`src/rtl/ccu_group_rd_mux.sv`:
```
// ccu_group_rd_mux
// Read-request multiplexer for one CCU slave group. AR requests from NoSlvPerGroup
// slave ports are round-robin arbitrated onto a single master AR port. The winning
// port index is prepended to the slave ID. R beats are steered back to the owning
// port by those ID MSBs. Per-port outstanding reads are tracked and bounded.
//
// Ports
//   clk_i, rst_i            clock, synchronous active-high reset
//   slv_ar_*                N slave AR channels (payload port p at slice p)
//   mst_ar_*                master AR channel, id = {port index, slave id}
//   mst_r_*                 master R channel
//   slv_r_*                 N slave R channels (payload broadcast, valid one-hot)
//   idle_o                  no outstanding reads and no AR held
//   route_err_o             sticky: an R beat carried an out-of-range port index
module ccu_group_rd_mux #(
   parameter int unsigned NoSlvPerGroup = 4,
   parameter int unsigned AxiSlvIdWidth = 4,
   parameter int unsigned AxiAddrWidth  = 64,
   parameter int unsigned AxiDataWidth  = 64,
   parameter int unsigned AxiUserWidth  = 1,
   parameter int unsigned MaxTrans      = 8
) (
   input  logic                                    clk_i,
   input  logic                                    rst_i,
   // slave AR
   input  logic [NoSlvPerGroup-1:0]                slv_ar_valid_i,
   output logic [NoSlvPerGroup-1:0]                slv_ar_ready_o,
   input  logic [NoSlvPerGroup*AxiSlvIdWidth-1:0]  slv_ar_id_i,
   input  logic [NoSlvPerGroup*AxiAddrWidth-1:0]   slv_ar_addr_i,
   input  logic [NoSlvPerGroup*8-1:0]              slv_ar_len_i,
   input  logic [NoSlvPerGroup*AxiUserWidth-1:0]   slv_ar_user_i,
   // master AR
   output logic                                    mst_ar_valid_o,
   input  logic                                    mst_ar_ready_i,
   output logic [AxiSlvIdWidth+$clog2(NoSlvPerGroup)-1:0] mst_ar_id_o,
   output logic [AxiAddrWidth-1:0]                 mst_ar_addr_o,
   output logic [7:0]                              mst_ar_len_o,
   output logic [AxiUserWidth-1:0]                 mst_ar_user_o,
   // master R
   input  logic                                    mst_r_valid_i,
   output logic                                    mst_r_ready_o,
   input  logic [AxiSlvIdWidth+$clog2(NoSlvPerGroup)-1:0] mst_r_id_i,
   input  logic [AxiDataWidth-1:0]                 mst_r_data_i,
   input  logic [1:0]                              mst_r_resp_i,
   input  logic                                    mst_r_last_i,
   input  logic [AxiUserWidth-1:0]                 mst_r_user_i,
   // slave R
   output logic [NoSlvPerGroup-1:0]                slv_r_valid_o,
   input  logic [NoSlvPerGroup-1:0]                slv_r_ready_i,
   output logic [NoSlvPerGroup*AxiSlvIdWidth-1:0]  slv_r_id_o,
   output logic [NoSlvPerGroup*AxiDataWidth-1:0]   slv_r_data_o,
   output logic [NoSlvPerGroup*2-1:0]              slv_r_resp_o,
   output logic [NoSlvPerGroup-1:0]                slv_r_last_o,
   output logic [NoSlvPerGroup*AxiUserWidth-1:0]   slv_r_user_o,
   // status
   output logic                                    idle_o,
   output logic                                    route_err_o
);

   localparam int unsigned IdxW = $clog2(NoSlvPerGroup);
   localparam int unsigned MIW  = AxiSlvIdWidth + IdxW;
   localparam int unsigned CntW = $clog2(MaxTrans + 1);

   typedef enum logic {ST_IDLE, ST_LOCKED} state_e;

   state_e                   state_q;
   logic [IdxW-1:0]          rr_ptr_q;
   logic [IdxW-1:0]          lock_idx_q;
   logic [CntW-1:0]          cnt_q [NoSlvPerGroup];

   logic [NoSlvPerGroup-1:0] eligible;
   logic [IdxW-1:0]          arb_idx;
   logic                     arb_found;
   logic [IdxW-1:0]          grant;
   logic                     ar_valid;
   logic                     ar_hs;
   logic [IdxW-1:0]          r_idx;
   logic                     r_in_range;
   logic                     r_last_hs;
   logic                     cnt_all_zero;

   // A port competes only while it has room for another outstanding read
   always_comb begin
      eligible = '0;
      for (int p = 0; p < int'(NoSlvPerGroup); p++) begin
         eligible[p] = slv_ar_valid_i[p] && (cnt_q[p] < CntW'(MaxTrans));
      end
   end

   // Round-robin search; descending loop so the smallest offset from the pointer wins
   always_comb begin
      arb_idx   = rr_ptr_q;
      arb_found = 1'b0;
      for (int i = int'(NoSlvPerGroup) - 1; i >= 0; i--) begin
         if (eligible[IdxW'((int'(rr_ptr_q) + i) % int'(NoSlvPerGroup))]) begin
            arb_idx   = IdxW'((int'(rr_ptr_q) + i) % int'(NoSlvPerGroup));
            arb_found = 1'b1;
         end
      end
   end

   // AR path: a held grant is never re-arbitrated
   assign grant          = (state_q == ST_LOCKED) ? lock_idx_q : arb_idx;
   assign ar_valid       = !rst_i && ((state_q == ST_LOCKED) || arb_found);
   assign ar_hs          = ar_valid && mst_ar_ready_i;
   assign mst_ar_valid_o = ar_valid;
   assign slv_ar_ready_o = ar_hs ? (NoSlvPerGroup'(1) << grant) : '0;
   assign mst_ar_id_o    = {grant, slv_ar_id_i[int'(grant)*int'(AxiSlvIdWidth) +: AxiSlvIdWidth]};
   assign mst_ar_addr_o  = slv_ar_addr_i[int'(grant)*int'(AxiAddrWidth) +: AxiAddrWidth];
   assign mst_ar_len_o   = slv_ar_len_i[int'(grant)*8 +: 8];
   assign mst_ar_user_o  = slv_ar_user_i[int'(grant)*int'(AxiUserWidth) +: AxiUserWidth];

   // R path: steer by ID MSBs, drop beats whose index has no port
   assign r_idx         = mst_r_id_i[MIW-1:AxiSlvIdWidth];
   assign r_in_range    = ({1'b0, r_idx} < (IdxW+1)'(NoSlvPerGroup));
   assign slv_r_valid_o = (!rst_i && mst_r_valid_i && r_in_range) ?
                          (NoSlvPerGroup'(1) << r_idx) : '0;
   assign mst_r_ready_o = !rst_i && (r_in_range ? slv_r_ready_i[r_idx] : 1'b1);
   assign r_last_hs     = mst_r_valid_i && mst_r_ready_o && r_in_range && mst_r_last_i;
   assign slv_r_id_o    = {NoSlvPerGroup{mst_r_id_i[AxiSlvIdWidth-1:0]}};
   assign slv_r_data_o  = {NoSlvPerGroup{mst_r_data_i}};
   assign slv_r_resp_o  = {NoSlvPerGroup{mst_r_resp_i}};
   assign slv_r_last_o  = {NoSlvPerGroup{mst_r_last_i}};
   assign slv_r_user_o  = {NoSlvPerGroup{mst_r_user_i}};

   always_comb begin
      cnt_all_zero = 1'b1;
      for (int p = 0; p < int'(NoSlvPerGroup); p++) begin
         if (cnt_q[p] != '0) cnt_all_zero = 1'b0;
      end
   end

   assign idle_o = rst_i || ((state_q == ST_IDLE) && cnt_all_zero);

   // AR FSM, round-robin pointer, outstanding counters, routing error flag
   always_ff @(posedge clk_i) begin
      if (rst_i) begin
         state_q     <= ST_IDLE;
         rr_ptr_q    <= '0;
         lock_idx_q  <= '0;
         route_err_o <= 1'b0;
         for (int p = 0; p < int'(NoSlvPerGroup); p++) cnt_q[p] <= '0;
      end else begin
         case (state_q)
            ST_IDLE: begin
               if (ar_valid && !mst_ar_ready_i) begin
                  state_q    <= ST_LOCKED;
                  lock_idx_q <= arb_idx;
               end
            end
            ST_LOCKED: begin
               if (mst_ar_ready_i) state_q <= ST_IDLE;
            end
            default: state_q <= ST_IDLE;
         endcase

         if (ar_hs) rr_ptr_q <= IdxW'((int'(grant) + 1) % int'(NoSlvPerGroup));

         // Simultaneous issue and completion on one port cancel out; decrement saturates
         for (int p = 0; p < int'(NoSlvPerGroup); p++) begin
            if (ar_hs && (grant == IdxW'(p)) && !(r_last_hs && (r_idx == IdxW'(p)))) begin
               cnt_q[p] <= cnt_q[p] + CntW'(1);
            end else if (r_last_hs && (r_idx == IdxW'(p)) && !(ar_hs && (grant == IdxW'(p)))) begin
               if (cnt_q[p] != '0) cnt_q[p] <= cnt_q[p] - CntW'(1);
            end
         end

         if (mst_r_valid_i && !r_in_range) route_err_o <= 1'b1;
      end
   end

`ifndef SYNTHESIS
   // A locked slave must keep its request up until the handshake
   a_ar_held: assert property (@(posedge clk_i) disable iff (rst_i)
      (state_q == ST_LOCKED) |-> slv_ar_valid_i[lock_idx_q]);
   // A last beat must never arrive for a port with nothing outstanding
   a_no_underflow: assert property (@(posedge clk_i) disable iff (rst_i)
      (r_last_hs && !(ar_hs && (grant == r_idx))) |-> (cnt_q[r_idx] != '0));
`endif

endmodule
```
`config.mk`:
```
export PLATFORM = sky130hd
export DESIGN_NAME = ccu_group_rd_mux
export DESIGN_NICKNAME = d
export VERILOG_FILES = /design/src/rtl/ccu_group_rd_mux.sv
export SDC_FILE = /design/constraint.sdc
export NUM_CORES = 1
export LEC_CHECK = 0
export CAP_MARGIN = 20
export CORE_AREA = 2 2 305 307
export DETAILED_ROUTE_END_ITERATION = 7
export DIE_AREA = 0 0 307 309
export MAX_ROUTING_LAYER = met4
export SLEW_MARGIN = 20
export SYNTH_ARGS = -nofsm -noshare
export SYNTH_HDL_FRONTEND = slang
export SYNTH_SLANG_ARGS = --single-unit
```
`constraint.sdc`:
```
create_clock -name clk_i -period 8.2 [get_ports clk_i]
set_input_delay 0.82 -clock clk_i [delete_from_list [all_inputs] [get_ports clk_i]]
set_output_delay 0.82 -clock clk_i [all_outputs]
set_load 0.005 [all_outputs]
```
==> reports/metrics.cfg <==
[worst_setup_path]
critPathRequiredTime_ns = 7.38
critPathLaunchType = input port
end_kind = primary output
setup.worst_path.class = input port to primary output
worstPathArrival_ns = 4.34
maximum_net_fanout_on_the_critical_path = 35

[power_and_ir_drop]
power-per-cell-area_mw_per_mm2 = 92.54
max-vdd-ir-drop_mv = 0.07789
leakage_nw = 3.309

[routing]
drt-vias-per-instance = 2.673
dr.pass1.iters = 4
drt_iter0_markers = 192
wl_mm = 26.04
antenna_violating_nets_post_route = 0
route.detailed.drc = 0
avgRoutedWirePerCell_um = 12.80
routed-via-count = 5439

[die]
io-pin-count = 773
die_area_mm2 = 0.09486
placementRows = 111
starting_density_pct = 7.226
floorplan.core_area_mm2 = 0.09139
die_h_um = 309
die_width_um = 307

[logic_synthesis]
yosys.area.top_type = sky130_fd_sc_hd__mux2i_1
synth-compound-area-share_pct = 6.101
netlist_cell_types = 62
postSynth.asyncResetShare_pct = 0
synth-simple-area-share_pct = 7.692
post_synth_main_area_contributors = sky130_fd_sc_hd__mux2i_1 36%, sky130_fd_sc_hd__buf_4 33%, sky130_fd_sc_hd__edfxtp_1 7.3%
syn_inst = 744
synth_nets = 1149
dominant_combinational_cell_family_by_area_after_synthesis = buffers and inverters
most_used_dff_post_synth = sky130_fd_sc_hd__edfxtp_1
ys_seq_area_share_pct = 8.791
yosys.area_share.adder_pct = 2.425
xor_xnor_share_of_the_synthesized_area_pct = 0.9284
ys.warnings.count = 0
yosys_register_bits = 21
syn_area_per_cell_um2 = 8.876
synth-edff-count = 16
syn_area_mm2 = 0.006604
netlist.area_leader.share_pct = 35.92
post_synth_mux_area_share_pct = 36.26

[layout]
final_cell_mix = 416 x sky130_fd_sc_hd__clkdlybuf4s50_1, 237 x sky130_fd_sc_hd__mux2i_1, 17 x sky130_fd_sc_hd__nor2_1
antenna-diode-count = 0
areaGrowthSynthToFinish_pct = 50.64
utilization_pct = 10.89
fillers = 10540
multi_input_comb_area_mm2 = 0.003538
fin_nets = 1255
sequential_cell_area_um2 = 580.6
layout.cells.most_common = sky130_fd_sc_hd__clkdlybuf4s50_1
drive_above_1_share_pct = 3.298
post-route-cell-area_mm2 = 0.009948

[timing]
max_transition_margin_pct = 33.17
final.setup.tns_ns = 0
unrepaired_setup_endpoints_after_global_routing = false
timing.final.crit_share_pct = 62.88
max_slew.worst_pin.slew_ns = 1.002
layout_min_cycle_time_ns = 5.156
max_clock_freq_mhz = 193.9
drv_slew = 0
finalHoldViolCount = 0
setup_viol = 0
final_critical_path_setup_slack_ns = 3.044
timing.clock.skew_ns = 0.003190

[clock_network]
cts_post_setup_buffers_inserted = 0
clkSlewWorstSetupHoldPaths_ns = 0.06
htreeDepth = 1
sink_count_of_the_clock_tree = 21
cts_hold_repair.buffers = 0
clock-root-buffer = sky130_fd_sc_hd__clkbuf_16
tritoncts = built
clk_path_buf_depth = 2
clock_latency_ns = 0.26
post_cts_resize_count = 0
numCtsBuffers = 3

[grt]
initial_antenna_violation_count = 2
grt_first_pass_wirelength_mm = 34.65
grt_max_degree = 108
vias_in_the_first_global_route = 5475
global_route.overflow_total = 0
total_routing_usage_gr_pct = 4.995

[status]
status = completed

[flow_run]
maxCapViolCount = 0

[worst_hold_path]
holdCritPathClass = flop to flop

[placement]
final_estimated_routing_congestion_in_global_placement = 0.7600
dpl_cell_area_mm2 = 0.009869
preCtsSetupSlack_ns = 2.960
hpwl_mm = 22.17
portBuffers = 416

-- cell usage after synthesis, types with 2 or more instances --
master                     number
sky130_fd_sc_hd__dfxtp_1        5
sky130_fd_sc_hd__edfxtp_1      16
sky130_fd_sc_hd__nand2b_1       7
sky130_fd_sc_hd__fa_1           3
sky130_fd_sc_hd__ha_1           8
sky130_fd_sc_hd__nand2_1       11
sky130_fd_sc_hd__and3b_1        2
sky130_fd_sc_hd__mux2i_1      237
sky130_fd_sc_hd__or3_1          2
sky130_fd_sc_hd__o21ai_1        3
sky130_fd_sc_hd__nand3b_1       4
sky130_fd_sc_hd__o21ai_0        2
sky130_fd_sc_hd__buf_2          6
sky130_fd_sc_hd__nor3b_1        2
sky130_fd_sc_hd__and3_1         2
sky130_fd_sc_hd__nand4_1        3
sky130_fd_sc_hd__buf_4        289
sky130_fd_sc_hd__a21o_1         5
sky130_fd_sc_hd__a21oi_1       14
sky130_fd_sc_hd__buf_6         20
sky130_fd_sc_hd__o21bai_1       2
sky130_fd_sc_hd__xor2_1         4
sky130_fd_sc_hd__nor2_1        17
sky130_fd_sc_hd__inv_1         12
sky130_fd_sc_hd__nor4_1         7
sky130_fd_sc_hd__nand3_1       10
sky130_fd_sc_hd__xnor2_1        3
sky130_fd_sc_hd__clkbuf_1       5
sky130_fd_sc_hd__nor3_1         9
sky130_fd_sc_hd__nor2b_1        2
-- power breakdown --
group          switching (W)  internal, W
combinational       0.000261     0.000418
sequential         0.0000110     0.000123
clock              0.0000407    0.0000664
-- metrics by stage --
stage	power (W)	hold WS (ns)	cells
global placement	0.0008230	0.5958	2031
CTS	0.0009326	0.6057	2035
detailed placement	0.0008224	0.5957	2031
floorplan	0.0005680	0.5482	744
finish	0.0009206	0.6063	2035
global route	0.0009756	0.6509	2035
-- registers in the layout, indices dropped and copies added (netlist names) --
register    cells
lock_idx_q      2
state_q         1
rr_ptr_q        2
cnt_q          16
-- cells by family after synthesis --
logic type               Yosys count
AND/OR/NAND/NOR                   88
adder cells (fa/ha/maj)           11
AO/OA/AOI/OAI                     45
multiplexers                     238
flip-flops                        21
other                              1
XOR/XNOR                           7
buffers and inverters            333
-- per-layer routing --
layer / track usage, % / wire length, µm
met1: 5.105 / 9251
met2: 7.982 / 12130
met3: 2.535 / 3546
met4: 2.326 / 1114
met5: - / 0
-- area by class of cell --
class | instances | share of cell area, %
Clock buffer | 4 | 0.7924
Sequential cell | 21 | 5.836
Multi-Input combinational cell | 390 | 35.57
Inverter | 12 | 0.4528
Tap cell | 1186 | 14.92
Timing Repair Buffer | 422 | 42.43
-- final timing paths --
kind | start | to | slack, ns | cells after the start
min | rr_ptr_q[0] | rr_ptr_q[0] | 0.61 | 2
max reg2reg | cnt_q[0][3] | cnt_q[0][3] | 4.93 | 11
min reg2reg | rr_ptr_q[0] | rr_ptr_q[0] | 0.61 | 2
max | slv_ar_valid_i[1] | mst_ar_addr_o[1] | 3.04 | 9
-- worst max-delay path: stages --
cell	delay [ns]
sky130_fd_sc_hd__clkdlybuf4s50_1	0.57
sky130_fd_sc_hd__nor2b_4	0.26
sky130_fd_sc_hd__o22a_2	0.21
sky130_fd_sc_hd__o2bb2ai_4	0.11
sky130_fd_sc_hd__or3_4	0.40
sky130_fd_sc_hd__nand2_4	0.59
sky130_fd_sc_hd__buf_4	0.52
sky130_fd_sc_hd__mux2i_1	0.26
sky130_fd_sc_hd__clkdlybuf4s50_1	0.52
No activity file was read; power rests on OpenSTA's default activity.
